File: src/rtl/main_memory_arbiter_if.sv
// Bus bundle between the I/D cache controllers, the arbiter and the main memory model.
// The arbiter connects through the slave modport; the requesters and memory side use master.
interface main_memory_arbiter_if #(
  parameter int unsigned ADDR_WIDTH = 32,
  parameter int unsigned DATA_WIDTH = 8
);
  logic                  icache_req;
  logic [ADDR_WIDTH-1:0] icache_addr;
  logic                  icache_done;
  logic [DATA_WIDTH-1:0] icache_rdata;
  logic                  dcache_req;
  logic [ADDR_WIDTH-1:0] dcache_addr;
  logic [DATA_WIDTH-1:0] dcache_wdata;
  logic                  dcache_we;
  logic                  dcache_done;
  logic [DATA_WIDTH-1:0] dcache_rdata;
  logic [ADDR_WIDTH-1:0] mem_Address;
  logic [DATA_WIDTH-1:0] mem_Data;
  logic                  mem_ismemWrite;
  logic [DATA_WIDTH-1:0] mem_outputmem;
  logic                  busy;

  modport master (
    output icache_req, icache_addr, dcache_req, dcache_addr, dcache_wdata, dcache_we,
           mem_outputmem,
    input  icache_done, icache_rdata, dcache_done, dcache_rdata, mem_Address, mem_Data,
           mem_ismemWrite, busy
  );

  modport slave (
    input  icache_req, icache_addr, dcache_req, dcache_addr, dcache_wdata, dcache_we,
           mem_outputmem,
    output icache_done, icache_rdata, dcache_done, dcache_rdata, mem_Address, mem_Data,
           mem_ismemWrite, busy
  );
endinterface

File: src/rtl/main_memory_arbiter.sv
// Shares one main-memory port between the I and D caches; round-robin on ties by default,
// or fixed D priority when DCACHE_PRIORITY_EN is defined.
module main_memory_arbiter #(
  parameter int unsigned ADDR_WIDTH  = 32,
  parameter int unsigned DATA_WIDTH  = 8,
  parameter int unsigned MEM_LATENCY = 2
) (
  input logic                    clk,
  input logic                    reset,
  main_memory_arbiter_if.slave   bus
);

  localparam int unsigned CntW = $clog2(MEM_LATENCY) + 1;
  localparam logic [CntW-1:0] CntLast = CntW'(MEM_LATENCY - 1);

  typedef enum logic [1:0] {StIdle, StAccess, StRespond} state_e;

  state_e                state_q, state_d;
  logic [CntW-1:0]       cnt_q, cnt_d;
  logic                  gnt_dc_q, gnt_dc_d;  // 1: D port owns the current access
  logic [ADDR_WIDTH-1:0] addr_q, addr_d;
  logic [DATA_WIDTH-1:0] wdata_q, wdata_d;
  logic                  we_q, we_d;
  logic [DATA_WIDTH-1:0] i_rdata_q, i_rdata_d;
  logic [DATA_WIDTH-1:0] d_rdata_q, d_rdata_d;
  logic                  pick_dc;

`ifdef DCACHE_PRIORITY_EN
  assign pick_dc = bus.dcache_req;
`else
  logic last_dc_q, last_dc_d;

  // Tie goes to whichever port was not granted last.
  assign pick_dc = bus.dcache_req & (~bus.icache_req | ~last_dc_q);

  always_ff @(posedge clk) begin
    if (reset) begin
      last_dc_q <= 1'b1;
    end else begin
      last_dc_q <= last_dc_d;
    end
  end

  always_comb begin
    last_dc_d = last_dc_q;
    if (state_q == StIdle && (bus.icache_req || bus.dcache_req)) begin
      last_dc_d = pick_dc;
    end
  end
`endif

  always_ff @(posedge clk) begin
    if (reset) begin
      state_q   <= StIdle;
      cnt_q     <= '0;
      gnt_dc_q  <= 1'b0;
      addr_q    <= '0;
      wdata_q   <= '0;
      we_q      <= 1'b0;
      i_rdata_q <= '0;
      d_rdata_q <= '0;
    end else begin
      state_q   <= state_d;
      cnt_q     <= cnt_d;
      gnt_dc_q  <= gnt_dc_d;
      addr_q    <= addr_d;
      wdata_q   <= wdata_d;
      we_q      <= we_d;
      i_rdata_q <= i_rdata_d;
      d_rdata_q <= d_rdata_d;
    end
  end

  always_comb begin
    state_d   = state_q;
    cnt_d     = cnt_q;
    gnt_dc_d  = gnt_dc_q;
    addr_d    = addr_q;
    wdata_d   = wdata_q;
    we_d      = we_q;
    i_rdata_d = i_rdata_q;
    d_rdata_d = d_rdata_q;
    unique case (state_q)
      StIdle: begin
        if (bus.icache_req || bus.dcache_req) begin
          state_d  = StAccess;
          cnt_d    = '0;
          gnt_dc_d = pick_dc;
          addr_d   = pick_dc ? bus.dcache_addr : bus.icache_addr;
          // I accesses are always reads with zero data on the bus.
          wdata_d  = pick_dc ? bus.dcache_wdata : '0;
          we_d     = pick_dc & bus.dcache_we;
        end
      end
      StAccess: begin
        if (cnt_q == CntLast) begin
          state_d = StRespond;
          cnt_d   = '0;
          if (!we_q) begin
            if (gnt_dc_q) d_rdata_d = bus.mem_outputmem;
            else          i_rdata_d = bus.mem_outputmem;
          end
        end else begin
          cnt_d = cnt_q + 1'b1;
        end
      end
      StRespond: state_d = StIdle;
      default:   state_d = StIdle;
    endcase
  end

  logic in_access;
  assign in_access = (state_q == StAccess);

  // Bus is forced to zero outside ACCESS so a write can never leak.
  assign bus.mem_Address    = in_access ? addr_q : '0;
  assign bus.mem_Data       = in_access ? wdata_q : '0;
  assign bus.mem_ismemWrite = in_access & we_q;
  assign bus.icache_done    = (state_q == StRespond) & ~gnt_dc_q;
  assign bus.dcache_done    = (state_q == StRespond) & gnt_dc_q;
  assign bus.icache_rdata   = i_rdata_q;
  assign bus.dcache_rdata   = d_rdata_q;
  assign bus.busy           = (state_q != StIdle);

endmodule
File: src/flat_wrapper.sv
// flat-port wrapper written by rule: the top's interface ports become plain ports
module main_memory_arbiter_flat 
#(
  parameter int unsigned ADDR_WIDTH  = 32,
  parameter int unsigned DATA_WIDTH  = 8,
  parameter int unsigned MEM_LATENCY = 2
)
  (clk, reset, bus_icache_req, bus_icache_addr, bus_dcache_req, bus_dcache_addr, bus_dcache_wdata, bus_dcache_we, bus_mem_outputmem, bus_icache_done, bus_icache_rdata, bus_dcache_done, bus_dcache_rdata, bus_mem_Address, bus_mem_Data, bus_mem_ismemWrite, bus_busy);
  main_memory_arbiter_if #(.ADDR_WIDTH(ADDR_WIDTH), .DATA_WIDTH(DATA_WIDTH)) bus_i ();
  input logic clk;
  input logic reset;
  input wire logic [$bits(bus_i.icache_req)-1:0] bus_icache_req;
  input wire logic [$bits(bus_i.icache_addr)-1:0] bus_icache_addr;
  input wire logic [$bits(bus_i.dcache_req)-1:0] bus_dcache_req;
  input wire logic [$bits(bus_i.dcache_addr)-1:0] bus_dcache_addr;
  input wire logic [$bits(bus_i.dcache_wdata)-1:0] bus_dcache_wdata;
  input wire logic [$bits(bus_i.dcache_we)-1:0] bus_dcache_we;
  input wire logic [$bits(bus_i.mem_outputmem)-1:0] bus_mem_outputmem;
  output wire logic [$bits(bus_i.icache_done)-1:0] bus_icache_done;
  output wire logic [$bits(bus_i.icache_rdata)-1:0] bus_icache_rdata;
  output wire logic [$bits(bus_i.dcache_done)-1:0] bus_dcache_done;
  output wire logic [$bits(bus_i.dcache_rdata)-1:0] bus_dcache_rdata;
  output wire logic [$bits(bus_i.mem_Address)-1:0] bus_mem_Address;
  output wire logic [$bits(bus_i.mem_Data)-1:0] bus_mem_Data;
  output wire logic [$bits(bus_i.mem_ismemWrite)-1:0] bus_mem_ismemWrite;
  output wire logic [$bits(bus_i.busy)-1:0] bus_busy;
  assign bus_i.icache_req = bus_icache_req;
  assign bus_i.icache_addr = bus_icache_addr;
  assign bus_i.dcache_req = bus_dcache_req;
  assign bus_i.dcache_addr = bus_dcache_addr;
  assign bus_i.dcache_wdata = bus_dcache_wdata;
  assign bus_i.dcache_we = bus_dcache_we;
  assign bus_i.mem_outputmem = bus_mem_outputmem;
  assign bus_icache_done = bus_i.icache_done;
  assign bus_icache_rdata = bus_i.icache_rdata;
  assign bus_dcache_done = bus_i.dcache_done;
  assign bus_dcache_rdata = bus_i.dcache_rdata;
  assign bus_mem_Address = bus_i.mem_Address;
  assign bus_mem_Data = bus_i.mem_Data;
  assign bus_mem_ismemWrite = bus_i.mem_ismemWrite;
  assign bus_busy = bus_i.busy;
  main_memory_arbiter #(.ADDR_WIDTH(ADDR_WIDTH), .DATA_WIDTH(DATA_WIDTH), .MEM_LATENCY(MEM_LATENCY)) u_core (.clk(clk), .reset(reset), .bus(bus_i));
endmodule
File: config.mk
export PLATFORM = sky130hd
export DESIGN_NAME = main_memory_arbiter_flat
export DESIGN_NICKNAME = d
export VERILOG_FILES = /design/src/rtl/main_memory_arbiter_if.sv /design/src/rtl/main_memory_arbiter.sv /design/src/flat_wrapper.sv
export SDC_FILE = /design/constraint.sdc
export NUM_CORES = 1
export LEC_CHECK = 0
export BUFFER_PORTS_ARGS = -buffer_cell sky130_fd_sc_hd__buf_2
export CAP_MARGIN = 20
export CORE_ASPECT_RATIO = 1.2
export CORE_UTILIZATION = 46
export DETAILED_ROUTE_END_ITERATION = 16
export GPL_TIMING_DRIVEN = 1
export PLACE_DENSITY_LB_ADDON = 0.1
export SKIP_LAST_GASP = 1
export SLEW_MARGIN = 25
export SYNTH_ARGS = -nofsm -noshare
export SYNTH_HDL_FRONTEND = slang
export SYNTH_SLANG_ARGS = --single-unit
File: constraint.sdc
create_clock -name clk -period 1.8 [get_ports clk]
set_input_delay 0.54 -clock clk [delete_from_list [all_inputs] [get_ports clk]]
set_output_delay 0.54 -clock clk [all_outputs]
set_load 0.1 [all_outputs]
==> results of run 1 <==
worst paths after layout:
path	depth (start not counted)	start	slack [ps]	to
worst max-delay path	5	u_core.state_q[0]	-180	bus_mem_Address[0]
worst min-delay path	2	bus_dcache_wdata[1]	420	u_core.wdata_q[1]
worst max register to register	6	u_core.state_q[1]	170	u_core.addr_q[13]
worst min register to register	2	u_core.bus.icache_rdata[6]	470	u_core.bus.icache_rdata[6]
power breakdown:
part	leakage [nW]	internal [mW]	total (mW)	switching, mW
Sequential	0.518	1.51	1.57	0.0656
Clock	0.0957	0.622	1.14	0.514
Combinational	1.56	0.571	1.43	0.863
Total	2.17	2.70	4.14	1.44
timing repair:
| item | 4_1_cts | 5_1_grt |
|---|---|---|
| buffers inserted | 0 | 2 |
| pin swaps | 0 | 0 |
| endpoints found under the setup margin | 43 | 44 |
| gates cloned | 0 | 4 |
| gates resized for setup | 2 | 13 |
| hold endpoints to repair | 0 | 0 |
metal layers:
layer | vias to the layer above | track usage (%)
met5 | - | 0
met4 | 0 | 10.0
met3 | 21 | 5.25
met2 | 112 | 47.2
met1 | 1535 | 29.0
li1 | 1543 | -
state kept, by name, indices dropped and copies added, names as in the netlist:
signal                   count
u_core.addr_q               32
u_core.bus.dcache_rdata      8
u_core.bus.icache_rdata      8
u_core.wdata_q               8
u_core.cnt_q                 2
u_core.state_q               2
u_core.gnt_dc_q              1
u_core.last_dc_q             1
u_core.we_q                  1
cells by family (layout without fill, tap and decap cells):
family	Yosys count	after routing	share of synthesized area [%]
AND/OR/NAND/NOR	147	147	26.0
buffers and inverters	38	185	6.24
flip-flops	63	63	41.9
multiplexers	8	8	2.66
AO/OA/AOI/OAI	102	102	23.2
layout make-up:
class | instances | share of cell area, %
flip-flops and latches | 63 | 25.8
clock inverters | 5 | 1.02
well taps | 82 | 2.10
inverters | 3 | 0.230
clock buffers | 10 | 2.61
repair buffers | 167 | 33.9
multi-input cells | 257 | 34.3
critical path: stages (launching register included):
cell	delay [ps]
dfxtp_2	330
nor2b_4	150
buf_12	140
clkbuf_16	160
and2_4	150
buf_12	170
placed cells by master, fill, tap and decap left out, types with 3 or more instances in the layout:
cell type	count
buf_2	100
nand2_1	67
dfxtp_1	61
buf_12	48
a21oi_1	45
and2_4	33
a311oi_1	32
nand2b_1	17
buf_4	13
o21ai_0	10
a22o_1	9
clkbuf_8	9
and2_2	8
nand4b_1	8
mux2i_1	8
clkinv_2	4
inv_1	3
buf_6	3
stage by stage:
stage          hold slack [ps]  util (%)  total power [mW]  std cells
5_1_grt                    416      79.3              4.31        587
3_5_place_dp               453      74.5              2.95        567
2_1_floorplan              433         -              2.46        358
6_report                   424      79.3              4.14        587
4_1_cts                    412      77.5              4.08        582
3_3_place_gp               449      74.5              2.93        567
==> flow_metrics.env, run 1 <==
export IMPL_grt_pass1_vias=2979
export IMPL_first_pass_iters=4
export IMPL_drv_cap=0
export IMPL_fin_ws_ps=-180
export IMPL_synthTopCellsByArea="dfxtp_1, a311oi_1, and2_1"
export IMPL_relSlewSlack_pct=63.8
export IMPL_synth_cell_types=32
export IMPL_core_area_um2=6170
export IMPL_p_leak_nw=2.17
export IMPL_fp_dieW_um=75.8
export IMPL_cts_hold_buf=0
export IMPL_numCtsBuffers=9
export IMPL_finalCritPeriodShare_pct=110
export IMPL_cp_data_required_time_ps=1260
export IMPL_synth_seq_cells=63
export IMPL_wl_met1_um=3520
export IMPL_clock_path_buffers=2
export IMPL_drt_iter0_markers=147
export IMPL_synth_area_um2=3010
export IMPL_netlist_area_leader_share_pct=41.9
export IMPL_grt_use_total_pct=26.3
export IMPL_skew_ps=5.86
export IMPL_regArea_um2=1260
export IMPL_avgViaCountPerCell=5.47
export IMPL_overflow=0
export IMPL_grt_pass1_wl_um=13800
export IMPL_finalSetupTns_ps=-6500
export IMPL_synth_edff_count=0
export IMPL_dieHeight_um=90.6
export IMPL_pin_count=145
export IMPL_hold_viol_final=0
export IMPL_multi_input_area_um2=1680
export IMPL_ir_drop_uv=573
export IMPL_rsz0062_at_grt="true"
export IMPL_grt_max_degree=36
export IMPL_die_area_um2=6870
export IMPL_yosysTopAreaCell="dfxtp_1"
export IMPL_path_clk_slew_ps=70
export IMPL_fp_row_count=31
export IMPL_n_antenna_cell=0
export IMPL_tightest_slew_ps=542
export IMPL_ctsHtreeMaxLevel=3
export IMPL_antenna_found_initial=0
export IMPL_syn_nets=443
export IMPL_crit_path_start_kind="register"
export IMPL_gp_congestion=0.767
export IMPL_dr_wl_met3_um=461
export IMPL_status="finished with violations"
export IMPL_finalSetupViolCount=41
export IMPL_crit_path_max_fanout=9
export IMPL_final_area_um2=4890
export IMPL_fmax_mhz=505
export IMPL_synthArstFlopShare_pct=0
export IMPL_portBuffers=144
export IMPL_dp_hpwl_um=6340
export IMPL_synth_warnings=0
export IMPL_wl_per_cell_um=15.8
export IMPL_dr_wl_met2_um=5010
export IMPL_fillers=402
export IMPL_postSynthAreaPerCell_um2=8.41
export IMPL_cts_tree="built"
export IMPL_violations="negative setup slack"
export IMPL_yosysMostFrequentCell="nand2_1"
export IMPL_power_density_nw_per_um2=847
export IMPL_drive_gt1_share_pct=46.1
export IMPL_hold_path_class="input port to register"
export IMPL_synth_ff_type="dfxtp_1"
export IMPL_top_layer_used="met4"
export IMPL_initial_core_util_pct=48.8
export IMPL_cts_sinks=63
export IMPL_drv_slew=0
export IMPL_end_kind="primary output"
export IMPL_drc=0
export IMPL_dp_slack_ps=126
export IMPL_synthTopCellsByCount="nand2_1, dfxtp_1, a21oi_1"
export IMPL_path_class="register to primary output"
export IMPL_worstPathArrival_ps=1440
export IMPL_finalCriticalPeriod_ps=1980
export IMPL_insertion_delay_ps=330
export IMPL_postRouteAntennaNets=0
export IMPL_area_delta_synth_final_pct=62.5
export IMPL_syn_inst=358
export IMPL_drt_wl_total_um=9260
export IMPL_post_dp_cell_area_um2=4600
export IMPL_fin_nets=586
export IMPL_root_buffer="clkbuf_8"
export IMPL_ys_seq_area_share_pct=41.9
export IMPL_vias=3211
No activity file was read; power rests on OpenSTA's default activity.
==> run 2, diff against run 1 <==
ABC_AREA = 1   (was not set)
CORE_ASPECT_RATIO = 0.7   (was 1.2)
==> flow_metrics.env, run 2 <==
export IMPL_synth_ff_type="dfxtp_1"
export IMPL_drt_iter0_markers=189
export IMPL_worstPathArrival_ps=1360
export IMPL_synthTopCellsByCount="nand2_1, nor2_1, dfxtp_1"
export IMPL_yosysTopAreaCell="dfxtp_1"
export IMPL_fin_ws_ps=-99.6
export IMPL_grt_max_degree=32
export IMPL_dp_cells=655
export IMPL_drt_wl_total_um=9850
export IMPL_max_stage_delay_ps=360
export IMPL_crit_path_start_kind="register"
export IMPL_fmax_mhz=526
export IMPL_grt_use_total_pct=28.4
export IMPL_drive_gt1_share_pct=39.7
export IMPL_drc=0
export IMPL_end_kind="primary output"
export IMPL_n_antenna_cell=0
export IMPL_drv_cap=0
export IMPL_fp_dieW_um=97.5
export IMPL_synth_cell_types=20
export IMPL_antenna_found_initial=0
export IMPL_cts_tree="built"
export IMPL_largest_reg_flops=32
export IMPL_final_common_cell="nand2_1"
export IMPL_synthArstFlopShare_pct=0
export IMPL_vias=3498
export IMPL_numCtsBuffers=9
export IMPL_synth_top_family_by_area="simple AND/OR/NAND/NOR gates"
export IMPL_violations="negative setup slack"
export IMPL_synth_seq_cells=63
export IMPL_overflow=0
export IMPL_gp_congestion=0.827
export IMPL_finalCriticalPeriod_ps=1900
export IMPL_tightest_slew_ps=766
export IMPL_power_density_nw_per_um2=835
export IMPL_finalSetupViolCount=43
export IMPL_regArea_um2=1270
export IMPL_synth_warnings=0
export IMPL_synth_xor_area_share_pct=0
export IMPL_crit_slowest_cell="dfxtp_4"
export IMPL_synth_simple_gate_area_share_pct=29.8
export IMPL_fillers=339
export IMPL_postSynthAreaPerCell_um2=6.59
export IMPL_relSlewSlack_pct=48.7
export IMPL_crit_buf_inv=3
export IMPL_multi_input_area_um2=1700
export IMPL_ir_drop_uv=676
export IMPL_p_leak_nw=2.21
export IMPL_r2r_setup_slack_ps=40
export IMPL_ys_seq_area_share_pct=42.9
export IMPL_synthMuxAreaShare_pct=0
export IMPL_cp_data_required_time_ps=1260
export IMPL_whs_ps=425
export IMPL_hold_path_class="input port to register"
export IMPL_path_class="register to primary output"
export IMPL_synth_compound_area_share_pct=16.1
export IMPL_cts_hold_buf=0
export IMPL_path_clk_slew_ps=70
export IMPL_avgViaCountPerCell=5.15
export IMPL_drv_slew=0
export IMPL_postRouteAntennaNets=0
export IMPL_yosysMostFrequentCell="nand2_1"
export IMPL_initial_core_util_pct=49.6
export IMPL_crit_path_cell_trace="inv_6, nand2_8, clkbuf_16, nor2_4, buf_12"
export IMPL_crit_path_max_fanout=6
export IMPL_die_area_um2=6710
export IMPL_core_area_um2=5930
export IMPL_hold_viol_final=0
export IMPL_syn_inst=446
export IMPL_pin_count=145
export IMPL_synthTopCellsByArea="dfxtp_1, nand2_1, a21oi_1"
export IMPL_synth_edff_count=0
export IMPL_clock_path_buffers=2
export IMPL_wl_per_cell_um=14.5
export IMPL_insertion_delay_ps=340
export IMPL_status="finished with violations"
export IMPL_fin_cells=679
export IMPL_dp_hpwl_um=6680
export IMPL_cts_sinks=63
export IMPL_area_delta_synth_final_pct=74.1
export IMPL_skew_ps=7.58
export IMPL_first_pass_iters=5
export IMPL_grt_pass1_vias=3222
export IMPL_regMostFlops="u_core.addr_q"
export IMPL_crit_family="buffers and inverters"
export IMPL_root_buffer="clkbuf_8"
export IMPL_synth_fa_ha_area_share_pct=0
export IMPL_synth_area_um2=2940
export IMPL_grt_pass1_wl_um=14800
export IMPL_final_cell_mix="nand2_1, buf_2, a21oi_1, dfxtp_1, buf_12"
export IMPL_dieHeight_um=68.9
export IMPL_finalCritPeriodShare_pct=106
export IMPL_netlist_area_leader_share_pct=42.9
export IMPL_rsz0062_at_grt="true"
export IMPL_fin_nets=685
export IMPL_portBuffers=144
export IMPL_syn_nets=531
export IMPL_fp_row_count=23
export IMPL_ctsHtreeMaxLevel=3
==> run 2: cell count changes in the layout (fill, tap and decap cells not counted), moves of 33 or more <==
cell     before  now
and2_4       33    0
inv_1         3   45
nor2_4        1   41
nand2_1      67  106
nor2_1        2   36
==> run 2: kinds of logic (layout without fill, tap and decap cells) <==
logic type | count (synthesis) | in the layout
simple gates | 215 | 216
buf+inv | 74 | 231
flops | 63 | 63
compound gates | 94 | 94
==> run 2: final timing paths <==
kind                                      to  cells after the start                       start
setup reg to reg  u_core.bus.icache_rdata[2]                      9           u_core.state_q[1]
hold / removal             u_core.addr_q[27]                      3         bus_dcache_addr[27]
hold reg to reg   u_core.bus.dcache_rdata[7]                      2  u_core.bus.dcache_rdata[7]
setup / recovery         bus_mem_Address[29]                      5           u_core.state_q[1]
==> run 2: metrics by stage <==
stage / instance area (µm²) / power [mW] / setup TNS, ps / util [%] / setup WS [ps]
finish: 5120 / 4.27 / -3220 / 86.3 / -99.6
global route: 5120 / 4.45 / -5130 / 86.3 / -143
CTS: 5020 / 4.22 / -3050 / 84.7 / -100
detailed placement: 4790 / 3.13 / 0 / 80.9 / 176
global placement: 4790 / 3.09 / 0 / 80.9 / 211
floorplan: 3310 / 2.64 / -1900 / - / -80.7
==> run 2: power by group <==
group          switching [mW]  leakage, nW  total, mW  internal [mW]
combinational            1.04         1.61       1.63          0.586
clock                   0.547       0.0850       1.07          0.523
sequential             0.0684        0.519       1.58           1.51
total                    1.66         2.21       4.27           2.62
==> run 2: layout make-up <==
class                           count  area share [%]
Clock buffer                       11            2.76
Clock inverter                      4           0.440
Inverter                           48            3.62
Multi-Input combinational cell    310            33.3
Sequential cell                    63            24.8
Tap cell                           75            1.83
Timing Repair Buffer              168            33.2
==> run 2: metal layers <==
layer  wire, µm  vias to the layer above  track usage (%)
li1           -                     1709                -
met1       3890                     1590             33.0
met2       4930                      168             50.3
met3        777                       31             7.46
met4        255                        0             13.4
met5          0                        -                0
==> run 2: worst reg2reg max path, stage by stage, from the launching register on <==
cell     delay (ps)
dfxtp_4         360
inv_6            80
nand2_4          90
buf_4           150
buf_4           120
buf_4           140
nor2_4          270
nand2_2         210
nand2_1         130
a21oi_1          80
==> run 2: timing repair <==
| action | CTS | global route |
|---|---|---|
| endpoints found under the hold margin | 0 | 0 |
| buffers inserted | 2 | 3 |
| resized for setup | 7 | 3 |
| cloned | 1 | 3 |
| endpoints found under the setup margin | 43 | 44 |
| pin swaps | 2 | 2 |
